`src/rtl/usr_pkg.sv`:
```
// Shared definitions for the universal shift register: mode encodings and width limits.
package usr_pkg;

  localparam int unsigned WIDTH_MIN = 2;
  localparam int unsigned WIDTH_MAX = 32;

  typedef enum logic [1:0] {
    MODE_HOLD = 2'b00,
    MODE_SHR  = 2'b01,
    MODE_SHL  = 2'b10,
    MODE_LOAD = 2'b11
  } mode_e;

endpackage

```
`src/rtl/d_ff_ar.sv`:
```
// Single-bit rising-edge D flop with asynchronous active-high reset and complementary output.
module d_ff_ar #(
  parameter logic RST_VAL = 1'b0
) (
  input  logic clk,
  input  logic rst,
  input  logic d,
  output logic q,
  output logic q_not
);

  always_ff @(posedge clk or posedge rst) begin
    if (rst) q <= RST_VAL;
    else     q <= d;
  end

  // Derived from the same flop so the pair can never disagree.
  assign q_not = ~q;

endmodule

```
`src/rtl/univ_shift_reg.sv`:
```
// WIDTH-bit universal shift register: hold, shift right, shift left, parallel load.
// Optional rotate input ROT is enabled by defining USR_ROTATE_EN.
module univ_shift_reg
  import usr_pkg::*;
#(
  parameter int unsigned         WIDTH     = 8,
  parameter logic [WIDTH-1:0]    RESET_VAL = {WIDTH{1'b0}}
) (
`ifdef USR_ROTATE_EN
  input  logic             ROT,
`endif
  input  logic             CLK,
  input  logic             RST,
  input  logic             EN,
  input  logic [1:0]       MODE,
  input  logic             SIN_R,
  input  logic             SIN_L,
  input  logic [WIDTH-1:0] D,
  output logic [WIDTH-1:0] Q,
  output logic [WIDTH-1:0] Q_not,
  output logic             SOUT_R,
  output logic             SOUT_L
);

  logic [WIDTH-1:0] q;
  logic [WIDTH-1:0] qn;
  logic [WIDTH-1:0] shr_vec;
  logic [WIDTH-1:0] shl_vec;
  logic             sin_r_eff;
  logic             sin_l_eff;

  // With rotation the bit falling off one end re-enters at the other.
`ifdef USR_ROTATE_EN
  assign sin_r_eff = ROT ? q[0]       : SIN_R;
  assign sin_l_eff = ROT ? q[WIDTH-1] : SIN_L;
`else
  assign sin_r_eff = SIN_R;
  assign sin_l_eff = SIN_L;
`endif

  assign shr_vec = {sin_r_eff, q[WIDTH-1:1]};
  assign shl_vec = {q[WIDTH-2:0], sin_l_eff};

  for (genvar i = 0; i < WIDTH; i++) begin : g_bit
    logic nxt;

    // Per-bit 4:1 next-state mux; EN low forces hold.
    always_comb begin
      nxt = q[i];
      if (EN) begin
        case (mode_e'(MODE))
          MODE_SHR:  nxt = shr_vec[i];
          MODE_SHL:  nxt = shl_vec[i];
          MODE_LOAD: nxt = D[i];
          default:   nxt = q[i];
        endcase
      end
    end

    d_ff_ar #(
      .RST_VAL (RESET_VAL[i])
    ) u_ff (
      .clk   (CLK),
      .rst   (RST),
      .d     (nxt),
      .q     (q[i]),
      .q_not (qn[i])
    );
  end

  assign Q      = q;
  assign Q_not  = qn;
  assign SOUT_R = q[0];
  assign SOUT_L = q[WIDTH-1];

endmodule
```
`config.mk`:
```
export PLATFORM = sky130hd
export DESIGN_NAME = univ_shift_reg
export DESIGN_NICKNAME = d
export VERILOG_FILES = /design/src/rtl/usr_pkg.sv /design/src/rtl/d_ff_ar.sv /design/src/rtl/univ_shift_reg.sv
export SDC_FILE = /design/constraint.sdc
export NUM_CORES = 1
export LEC_CHECK = 0
export ABC_AREA = 1
export BUFFER_PORTS_ARGS = -buffer_cell sky130_fd_sc_hd__clkbuf_2
export CAP_MARGIN = 40
export CELL_PAD_IN_SITES_DETAIL_PLACEMENT = 0
export CELL_PAD_IN_SITES_GLOBAL_PLACEMENT = 1
export CORE_MARGIN = 8
export CORE_UTILIZATION = 25
export DETAILED_ROUTE_END_ITERATION = 7
export PLACE_DENSITY_LB_ADDON = 0.15
export SYNTH_ARGS = -nofsm -noshare
export SYNTH_HDL_FRONTEND = slang
export SYNTH_SLANG_ARGS = --single-unit
```
`constraint.sdc`:
```
create_clock -name CLK -period 0.8 [get_ports CLK]
set_clock_uncertainty 0.15 [all_clocks]
set_input_delay 0.08 -clock CLK [delete_from_list [all_inputs] [get_ports CLK]]
set_output_delay 0.08 -clock CLK [all_outputs]
set_load 0.05 [all_outputs]
```
==> summary.md, run 1 <==
| Metric | Value |
|---|---|
| Worst relative slew slack | `86.1%` |
| Synthesized instance count | `96` |
| Most frequent cells in the layout | `28 x nand2_1, 18 x buf_12, 16 x nand3_1` |
| Leftover overflow at the end of global routing | `0` |
| Routed vias/inst | `4.41` |
| TritonCTS clock tree | `yes` |
| Vias in the first global route | `712` |
| Synthesis-stage register bit count | `8` |
| Slowest stage delay, CP | `420 ps` |
| Clock root buffer | `clkbuf_4` |
| Kind of cell adding the most delay to the critical path | `flip-flops` |
| Highest fanout seen on the critical path | `3` |
| Number of sinks driven by the clock tree | `8` |
| Starting density of the core | `26.4%` |
| Number of diodes added for antenna fixing | `0` |
| P&R area growth vs syn | `93.9%` |
| PnR worst setup slack | `-373 ps` |
| Aggregate routed wire length | `1970 um` |
| Arr. time, crit path | `940 ps` |
| Cell Area, Synth | `654 sq um` |
| Source-to-sink clock delay at the later pin of the worst-skew pair | `260 ps` |
| Setup repair after global routing missed its margin | `true` |
| Startpoint of the worst register-to-register path | `g_bit[7].u_ff.q` |
| Initial antenna violation count | `0` |
| Critical path launch point | `g_bit[1].u_ff.q` |
| Antenna Violating Nets Remaining | `0` |
| Finished layout cell area | `1270 sq um` |
| Synthesized-area fraction occupied by and/or/nand/nor cells | `36.7%` |
| HPWL after DPL | `1450 um` |
| Yosys warning total | `0` |
| I/O pin cnt | `33` |
| Largest reg by FF count | `g_bit.u_ff.q` |
| Worst min path class | `primary input to flip-flop` |
| Most common cell after layout, fill and taps aside | `nand2_1` |
| Number of violations reported at the end of detailed-routing iteration 0 | `21` |
| Hold slack final | `-23.3 ps` |
| Number of setup violations in the final report | `26` |
| XOR/XNOR share of the synthesized area | `0%` |
| Sequential-to-total area share from yosys stat | `30.6%` |
| Total vias in the final route | `723` |
| Die Outline Area | `4510 sq um` |
| Number of rows created at floorplan | `18` |
| TNS Setup | `-8140 ps` |
| Final Slew Violations | `0` |
| Registers with the highest flip-flop counts | `g_bit.u_ff.q x8` |
| Wire length of the first global-routing pass | `3320 um` |
| Worst-margin pin slew | `209 ps` |
| Violations in the final reports | `hold timing, setup timing` |
| Total CTS buffers | `3` |
| Average size of a mapped cell | `6.82 sq um` |
| Complex-gate fraction of the synthesized area | `2.49%` |
| Post-synthesis share of cell area spent on full adders, half adders and majority gates | `0%` |
| Net Count, Synth | `111` |
| WP data required | `570 ps` |
| Final estimated routing congestion in global placement | `0.780` |
| Category of the most critical setup path | `flip-flop to output pin` |
| Area after DPL | `1070 sq um` |
| Outcome | `finished, violations left` |
| Critical Path Slowest Stage Cell | `dfrtp_1` |
| Input/output buffers | `32` |
| Capturing element type of the critical path | `output pin` |
| P_leak | `0.000657 uW` |
| Vertical extent of the die | `67.2 um` |
| Number of buffer and inverter instances along the worst setup path | `2` |
| Max Cap Violations | `0` |
| Clock slew at reported path FFs | `60 ps` |
| Maximum number of pins on one net before global-route repair | `13` |
| CTS H-tree lvls | `1` |
| Maximum resistive drop on vdd | `0.00145 V` |
| Cells along the critical path | `buf_6, buf_12` |
| Maximum clock frequency | `853 MHz` |
| Final worst path period share | `147%` |
| Count of distinct cell types in the synthesized netlist | `9` |
| Final-stage net count | `150` |
| Fraction of layout instances using a drive strength above 1 | `60.4%` |
| Detailed-routing iteration count for the pre-antenna-repair pass | `4` |
| Die width | `67.2 um` |
| Post-synthesis mux area share | `0%` |
| Detail-routed net length per standard cell | `12.0 um` |
| Worst hold path startpoint | `SIN_R` |
| Core Footprint | `2480 sq um` |
| Period minus WS final | `1170 ps` |
| Remaining routing DRC violations | `0` |
| Dominant combinational cell family by area after synthesis | `simple AND/OR/NAND/NOR gates` |
| Hold violation count in the final report | `1` |
| Number of flip-flops in the largest register | `8` |
| All-Layer GR Usage | `9.34%` |
| Post-layout total power | `2770 uW` |
| Power per standard cell area | `2180 nW/um^2` |
| Type of element launching the critical path | `flip-flop` |
| CTS Buffer Depth | `2` |
==> where the power goes <==
group	switching (uW)	total (uW)	internal (uW)
registers	103	579	476
clock network	142	333	191
logic	938	1860	922
total	1180	2770	1590
==> cells by family after synthesis <==
group                  Yosys count
buffers and inverters           31
flip-flops                       8
AND/OR/NAND/NOR                 56
AO/OA/AOI/OAI                    1
==> final cells by class <==
type                            count  area, sq um
Timing Repair Buffer               53          632
Multi-Input combinational cell     57          319
Fill cell                         242         1210
Inverter                           12         51.3
Tap cell                           30         37.5
Sequential cell                     8          203
Clock buffer                        4         26.3
==> through the flow <==
stage          worst slack, ps  util, %  std cells
4_1_cts                   -382     49.8        164
5_1_grt                   -412     51.2        164
6_report                  -373     51.2        164
2_1_floorplan             -214        -         96
3_5_place_dp              -170     43.2        151
3_3_place_gp              -164     43.2        151
==> worst register-to-register path, cell delays in order, from the launching register on <==
cell and delay, ps:
dfrtp_2 460, buf_4 160, nand2_1 50, nand3_1 60
nand2_1 60, nand2_1 40
==> timing repair <==
item,CTS,global route
pin swaps,5,5
hold buffers,1,0
resized for setup,24,8
endpoints found under the hold margin,9,0
setup endpoints to repair,26,32
buffers inserted,8,0
==> path summary, 6_finish.rpt <==
path                                        end  slack (ps)  cells after the start
worst max-delay path                       Q[1]        -370                      2
worst min-delay path            g_bit[7].u_ff.q         -20                      5
worst max register to register  g_bit[6].u_ff.q        -290                      5
worst min register to register  g_bit[2].u_ff.q         510                      3
max in group asynchronous       g_bit[7].u_ff.q         190                      3
min in group asynchronous       g_bit[1].u_ff.q         130                      3
==> metal layers <==
metal / up-vias / part of all wire, % / GRT usage [%]
li1: 362 / - / -
met1: 337 / 42 / 11.5
met2: 22 / 49 / 14.8
met3: 2 / 8.0 / 3.97
met4: 0 / 0.51 / 2.09
met5: - / 0 / 0
==> Yosys cell counts <==
cell type	n	area (sq um)
buf_4	17	128
buf_6	2	22.5
dfrtp_1	8	200
inv_1	9	33.8
inv_2	2	7.51
inv_4	1	6.26
nand2_1	32	120
nand3_1	24	120
o21ai_4	1	16.3
Note: power is estimated with default switching activity, not from simulation.
==> inputs of run 2 (changes only) <==
Settings changed: ABC_AREA 1 to unset.
==> run 2 against run 1 <==
Effect of this change: the run ends with setup timing left; maximum frequency down 3.4%; synthesized cell count down 35%; sequential share of layout area down 1.6 points; largest cell class unchanged; non-clock buffer count up 11; total power up 11%; worst setup slack worse by 42 ps; global-route usage down 0.63 points; critical path depth unchanged; flip-flop and latch count unchanged; count of clock-buffer cells in the layout unchanged.
==> summary.md, run 2 <==
| Metric | Value |
|---|---|
| Outcome | `finished, violations left` |
| Violations in the final reports | `setup timing` |
| Maximum resistive drop on vdd | `0.00125 V (-14%)` |
| PnR worst setup slack | `-414 ps (-41.7 ps)` |
| Fraction of layout instances using a drive strength above 1 | `84.7% (+24 points)` |
| Antenna Violating Nets Remaining | `0 (unchanged)` |
| Worst relative slew slack | `67.6% (-18 points)` |
| P&R area growth vs syn | `101%` |
| Leftover overflow at the end of global routing | `0 (unchanged)` |
| Yosys warning total | `0 (unchanged)` |
| Post-synthesis mux area share | `11.4% (+11 points)` |
| Maximum clock frequency | `823 MHz (-3.4%)` |
| Number of flip-flops in the largest register | `8 (unchanged)` |
| Final-stage net count | `127 (-15%)` |
| Number of rows created at floorplan | `19 (+1)` |
| Fill cell total of the finished layout | `255 (+5.4%)` |
| Complex-gate fraction of the synthesized area | `19.5% (+17 points)` |
| Sequential-to-total area share from yosys stat | `28.6% (-2.0 points)` |
| Average size of a mapped cell | `11.3 sq um (+65%)` |
| Largest reg by FF count | `g_bit.u_ff.q` |
| Synthesis-stage register bit count | `8 (unchanged)` |
| Routed vias/inst | `4.44 (+0.80%)` |
| Most common cell after layout, fill and taps aside | `buf_12` |
| Type of element launching the critical path | `flip-flop` |
| Setup repair after global routing missed its margin | `true` |
| Core Footprint | `2710 sq um (+9.4%)` |
| Final Slew Violations | `0 (unchanged)` |
| Library cell occupying the most area in the post-synthesis netlist | `dfrtp_1` |
| Finished layout cell area | `1410 sq um (+11%)` |
| Clock root buffer | `clkbuf_4` |
| Post-synthesis share of cell area spent on full adders, half adders and majority gates | `0% (unchanged)` |
| Commonest cells post-synth | `17 x buf_4, 9 x inv_1, 8 x a221oi_2, 8 x dfrtp_1, 8 x mux2i_1` |
| Detail-routed net length per standard cell | `13.6 um (+13%)` |
| Primary flip-flop cell chosen by synthesis mapping | `dfrtp_1` |
| Final estimated routing congestion in global placement | `0.727 (-6.8%)` |
| Starting density of the core | `25.8% (-0.61 points)` |
| Detailed-routing iteration count for the pre-antenna-repair pass | `2 (-2)` |
| Input/output buffers | `32 (unchanged)` |
| Highest fanout seen on the critical path | `3 (unchanged)` |
| Die Outline Area | `4750 sq um (+5.2%)` |
| Power per standard cell area | `2180 nW/um^2 (-0.21%)` |
| Core occupancy in the finished layout | `52.0% (+0.77 points)` |
| Net Count, Synth | `77 (-31%)` |
| Largest cells by area after synthesis | `dfrtp_1 29%, buf_4 18%, a221oi_2 17%, mux2i_1 11%, and4bb_2 7.2%` |
| Number of sinks driven by the clock tree | `8 (unchanged)` |
| Number of setup violations in the final report | `26 (unchanged)` |
| Hold slack final | `4.59 ps (+27.9 ps)` |
| XOR/XNOR share of the synthesized area | `0% (unchanged)` |
| TritonCTS clock tree | `yes` |
| Aggregate routed wire length | `1930 um (-2.2%)` |
| HPWL after DPL | `1460 um (+0.38%)` |
| P_leak | `0.000680 uW (+3.5%)` |
| Number of diodes added for antenna fixing | `0 (unchanged)` |
| Wire length of the first global-routing pass | `3130 um (-5.8%)` |
| Clock slew at reported path FFs | `70 ps (about the same)` |
| Minimum setup slack among reg-to-reg paths | `-370 ps (-80 ps)` |
| Total vias in the final route | `631 (-13%)` |
| Maximum number of pins on one net before global-route repair | `14 (+1)` |
| Total CTS buffers | `3 (unchanged)` |
| Arr. time, crit path | `980 ps (+40 ps)` |
| Fraction of synthesized cell area taken by the top area cell type | `28.6% (-2.0 points)` |
| Number of violations reported at the end of detailed-routing iteration 0 | `10 (-52%)` |
| CTS Buffer Depth | `2 (unchanged)` |
| Capturing element type of the critical path | `output pin` |
| Source-to-sink clock delay at the later pin of the worst-skew pair | `260 ps (about the same)` |
| Category of the most critical setup path | `flip-flop to output pin` |
| Registers with the highest flip-flop counts | `g_bit.u_ff.q x8` |
| Die width | `68.9 um (+2.6%)` |
| WP data required | `570 ps (about the same)` |
| Worst min path class | `primary input to flip-flop` |
| All-Layer GR Usage | `8.71% (-0.63 points)` |
| Area after DPL | `1150 sq um (+8.0%)` |
| Most frequent cells in the layout | `18 x buf_12, 17 x buf_4, 14 x clkbuf_2, 14 x buf_6, 8 x a221oi_2` |
| Max Cap Violations | `0 (unchanged)` |
| Hold violation count in the final report | `0 (-1)` |
| Fraction of synthesis flops using an asynchronous set or reset pin | `100% (unchanged)` |
| I/O pin cnt | `33 (unchanged)` |
| Synthesized-area fraction occupied by and/or/nand/nor cells | `14.1% (-23 points)` |
| Synthesized instance count | `62 (-35%)` |
| Count of distinct cell types in the synthesized netlist | `11 (+2)` |
| Period minus WS final | `1210 ps (+41.7 ps)` |
| Post-layout total power | `3070 uW (+11%)` |
| Dominant combinational cell family by area after synthesis | `buffers and inverters` |
| Remaining routing DRC violations | `0 (unchanged)` |
| Count of flip-flops with a built-in enable after synthesis | `0 (unchanged)` |
| Cell Area, Synth | `699 sq um (+6.9%)` |
| Worst-margin pin slew | `486 ps (+277 ps)` |
| Vias in the first global route | `690 (-3.1%)` |
| Final worst path period share | `152% (+5.2 points)` |
| Initial antenna violation count | `0 (unchanged)` |
| Top-count cell post-synth | `buf_4` |
| CTS H-tree lvls | `1 (unchanged)` |
| Vertical extent of the die | `68.9 um (+2.6%)` |
run 2: cell types whose count changed after synthesis, sizes merged:
cell	delta
and2	+1
a221oi	+8
nor4bb	+3
nand2	-32
nand3	-24
and4bb	+5
inv	-3
mux2i	+8
run 2: per-layer routing:
metal / global-route usage (%) / vias to the layer above / wire length (um)
met5: 0 / - / 0
met4: 5.76 / 0 / 51
met3: 1.94 / 4 / 162
met2: 14.2 / 23 / 902
met1: 10.0 / 290 / 811
li1: - / 314 / -
run 2: final timing paths:
kind | cells after the start | start | endpoint
max | 2 | g_bit[7].u_ff.q | SOUT_L
min | 3 | D[7] | g_bit[7].u_ff.q
max reg2reg | 3 | g_bit[2].u_ff.q | g_bit[1].u_ff.q
min reg2reg | 2 | g_bit[6].u_ff.q | g_bit[7].u_ff.q
max in group asynchronous | 3 | RST | g_bit[3].u_ff.q
min in group asynchronous | 3 | RST | g_bit[1].u_ff.q
run 2: logic make-up after synthesis:
kind of cell,Yosys count
buffers and inverters,28
muxes,8
and+or+nand+nor,9
DFF,8
AOI/OAI and AO/OA,9
run 2: repair_timing:
action / in CTS / in global routing
setup buffers: 12 / 2
resized for setup: 21 / 4
setup endpoints to repair: 26 / 26
hold buffers: 1 / 0
pin swaps: 1 / 1
hold endpoints to repair: 8 / 0
run 2: power breakdown:
group | switching, uW | total (uW) | internal (uW)
clock | 153 | 345 | 191
sequential | 87.3 | 566 | 479
combinational | 1010 | 2160 | 1150
run 2: critical path, stage by stage (launching register included):
cell and delay, ps:
dfrtp_2 440, buf_6 140, buf_12 140
run 2: metrics by stage:
step	TNS [ps]	instances	worst slack, ps
final	-9290	142	-414
after global routing	-10150	142	-438
after detailed placement	-4650	123	-365
after floorplan	-3160	62	-348
after global placement	-4620	123	-355
after CTS	-9300	140	-417
run 2: layout make-up:
class | count | area (sq um) | area share (%)
flip-flops and latches | 8 | 203 | 14.4
inverters | 9 | 38.8 | 2.75
repair buffers | 64 | 726 | 51.5
well taps | 31 | 38.8 | 2.75
multi-input cells | 26 | 377 | 26.7
clock buffers | 4 | 26.3 | 1.87
==> inputs of run 3 (changes only) <==
Settings changed: PLACE_DENSITY_LB_ADDON 0.15 to 0.1.
==> run 3 against run 2 <==
Effect of this change: the run still ends with setup timing left; sequential power about the same; maximum frequency decreased by 1.4%; die area unchanged; non-clock buffer count increased by 1; sequential share of layout area about the same; clock power decreased by 2%; worst setup slack got worse by 17 ps; via count increased by 0.95%; register-to-register slack improved by 20 ps; global-route usage increased by 0.40 points; cell area increased by 0.36%; wire length increased by 0.67%; critical path type unchanged; largest cell class unchanged; highest routed layer unchanged.
==> summary.md, run 3 (synthesis results as in run 2) <==
| Metric | Value |
|---|---|
| Slowest stage delay, CP | `390 ps (-50 ps)` |
| Remaining routing DRC violations | `0 (unchanged)` |
| Fill cell total of the finished layout | `249 (-2.4%)` |
| Final Slew Violations | `0 (unchanged)` |
| P_leak | `0.000682 uW (+0.34%)` |
| Violations in the final reports | `setup timing` |
| Most frequent cells in the layout | `19 x buf_4, 18 x buf_12, 14 x clkbuf_2` |
| Total CTS buffers | `3 (unchanged)` |
| Hold slack final | `9.89 ps (+5.30 ps)` |
| Routed vias/inst | `4.45 (+0.24%)` |
| Total vias in the final route | `637 (+0.95%)` |
| Arr. time, crit path | `1000 ps (+20 ps)` |
| Minimum setup slack among reg-to-reg paths | `-350 ps (+20 ps)` |
| Type of element launching the critical path | `flip-flop` |
| Final estimated routing congestion in global placement | `0.739 (+1.6%)` |
| Maximum resistive drop on vdd | `0.00140 V (+12%)` |
| Wire length of the first global-routing pass | `3190 um (+2.2%)` |
| TritonCTS clock tree | `yes` |
| Detailed-routing iteration count for the pre-antenna-repair pass | `4 (+2)` |
| WP data required | `570 ps (about the same)` |
| Registers with the highest flip-flop counts | `g_bit.u_ff.q x8` |
| Source-to-sink clock delay at the later pin of the worst-skew pair | `250 ps (about the same)` |
| P&R area growth vs syn | `102%` |
| Worst relative slew slack | `66.7% (-0.91 points)` |
| Highest fanout seen on the critical path | `3 (unchanged)` |
| Area used by multi-input combinational logic | `377 sq um (unchanged)` |
| Maximum clock frequency | `812 MHz (-1.4%)` |
| Capturing element type of the critical path | `output pin` |
| Die width | `68.9 um (unchanged)` |
| DP Worst Slack | `-348 ps (+16.7 ps)` |
| Number of diodes added for antenna fixing | `0 (unchanged)` |
| Number of flip-flops in the largest register | `8 (unchanged)` |
| I/O pin cnt | `33 (unchanged)` |
| Hold violation count in the final report | `0 (unchanged)` |
| HPWL after DPL | `1490 um (+2.1%)` |
| Aggregate routed wire length | `1940 um (+0.67%)` |
| Detail-routed net length per standard cell | `13.6 um (about the same)` |
| Fraction of layout instances using a drive strength above 1 | `85.7% (+1.0 points)` |
| Startpoint of the worst register-to-register path | `g_bit[4].u_ff.q` |
| Number of setup violations in the final report | `26 (unchanged)` |
| Outcome | `finished, violations left` |
| All-Layer GR Usage | `9.11% (+0.40 points)` |
| Maximum number of pins on one net before global-route repair | `15 (+1)` |
| Endpoint of the lowest-slack register-to-register path | `g_bit[3].u_ff.q` |
| Final-stage net count | `128 (+0.79%)` |
| Cells along the critical path | `buf_6, buf_6, buf_12` |
| Period minus WS final | `1230 ps (+17.3 ps)` |
| Clock slew at reported path FFs | `60 ps (about the same)` |
| Critical Path Slowest Stage Cell | `dfrtp_1` |
| Largest reg by FF count | `g_bit.u_ff.q` |
| Input/output buffers | `32 (unchanged)` |
| Cell repeated most along the worst path | `buf_6` |
| Leftover overflow at the end of global routing | `0 (unchanged)` |
| Die Outline Area | `4750 sq um (unchanged)` |
| Final worst path period share | `154% (+2.2 points)` |
| Worst r2r path cells | `3 (unchanged)` |
| Setup repair after global routing missed its margin | `true` |
| Antenna Violating Nets Remaining | `0 (unchanged)` |
| Worst min path class | `primary input to flip-flop` |
| Initial antenna violation count | `0 (unchanged)` |
| Sequential cell area | `204 sq um (+0.62%)` |
| Category of the most critical setup path | `flip-flop to output pin` |
| Worst-margin pin slew | `499 ps (+13.7 ps)` |
| Vertical extent of the die | `68.9 um (unchanged)` |
| Clock root buffer | `clkbuf_4` |
| Most common cell after layout, fill and taps aside | `buf_4` |
| Starting density of the core | `25.8% (unchanged)` |
| Post-layout total power | `3060 uW (-0.21%)` |
| Critical path destination | `Q[5]` |
| CTS H-tree lvls | `1 (unchanged)` |
| Max Cap Violations | `0 (unchanged)` |
| Number of rows created at floorplan | `19 (unchanged)` |
| Core Footprint | `2710 sq um (unchanged)` |
| Power per standard cell area | `2170 nW/um^2 (-0.57%)` |
| Vias in the first global route | `712 (+3.2%)` |
| PnR worst setup slack | `-432 ps (-17.3 ps)` |
| Number of violations reported at the end of detailed-routing iteration 0 | `2 (-8)` |
| Critical path launch point | `g_bit[5].u_ff.q` |
| CTS Buffer Depth | `2 (unchanged)` |
| Number of sinks driven by the clock tree | `8 (unchanged)` |
[run 3: changes by cell type in the layout (fill, tap and decap cells not counted), sizes merged]
cell / change
buf: +1
[run 3: through the flow]
step	util, %	cells	cell area (sq um)	setup TNS (ps)
2_1_floorplan	-	62	768	-3160
3_3_place_gp	42.6	123	1150	-4640
3_5_place_dp	42.6	123	1150	-4730
4_1_cts	51.6	143	1400	-9350
5_1_grt	52.2	143	1410	-10070
6_report	52.2	143	1410	-9130
[run 3: where the power goes]
part           switching (uW)  leakage (uW)  internal, uW
combinational            1010      0.000585          1150
clock                     146     0.0000150           191
sequential               85.3     0.0000822           481
[run 3: timing repair]
item                                   4_1_cts  5_1_grt
endpoints found under the hold margin        8        0
hold buffers                                 1        0
pin swaps                                    3        4
buffers inserted                            15        0
setup endpoints to repair                   26       27
gates resized for setup                     21        4
[run 3: per-layer routing]
layer | global-route usage, % | up-vias | part of all wire, %
met5 | 0 | - | 0
met4 | 6.02 | 0 | 1.9
met3 | 2.58 | 2 | 10
met2 | 14.0 | 22 | 47
met1 | 10.8 | 300 | 41
li1 | - | 313 | -
[run 3: area by class of cell]
class | count | area share [%]
clock buffers | 4 | 1.86
multi-input cells | 26 | 26.6
well taps | 31 | 2.74
flip-flops and latches | 8 | 14.4
inverters | 9 | 2.74
repair buffers | 65 | 51.6
[run 3: how the worst min path moves through the flow]
stage / slack [ps] / cells past startpoint / end / start
6_report: 10 / 3 / g_bit[7].u_ff.q / D[7]
5_1_grt: 20 / 3 / g_bit[2].u_ff.q / D[2]
4_1_cts: 4 / 3 / g_bit[7].u_ff.q / D[7]
3_5_place_dp: -110 / 2 / g_bit[1].u_ff.q / RST
3_3_place_gp: -110 / 2 / g_bit[1].u_ff.q / RST
2_1_floorplan: -250 / 1 / g_bit[1].u_ff.q / RST
[run 3: critical path: cells and delay by family (launching register included)]
kind	cells	cell delay [ps]
buffers and inverters	3	370
flip-flops	1	390
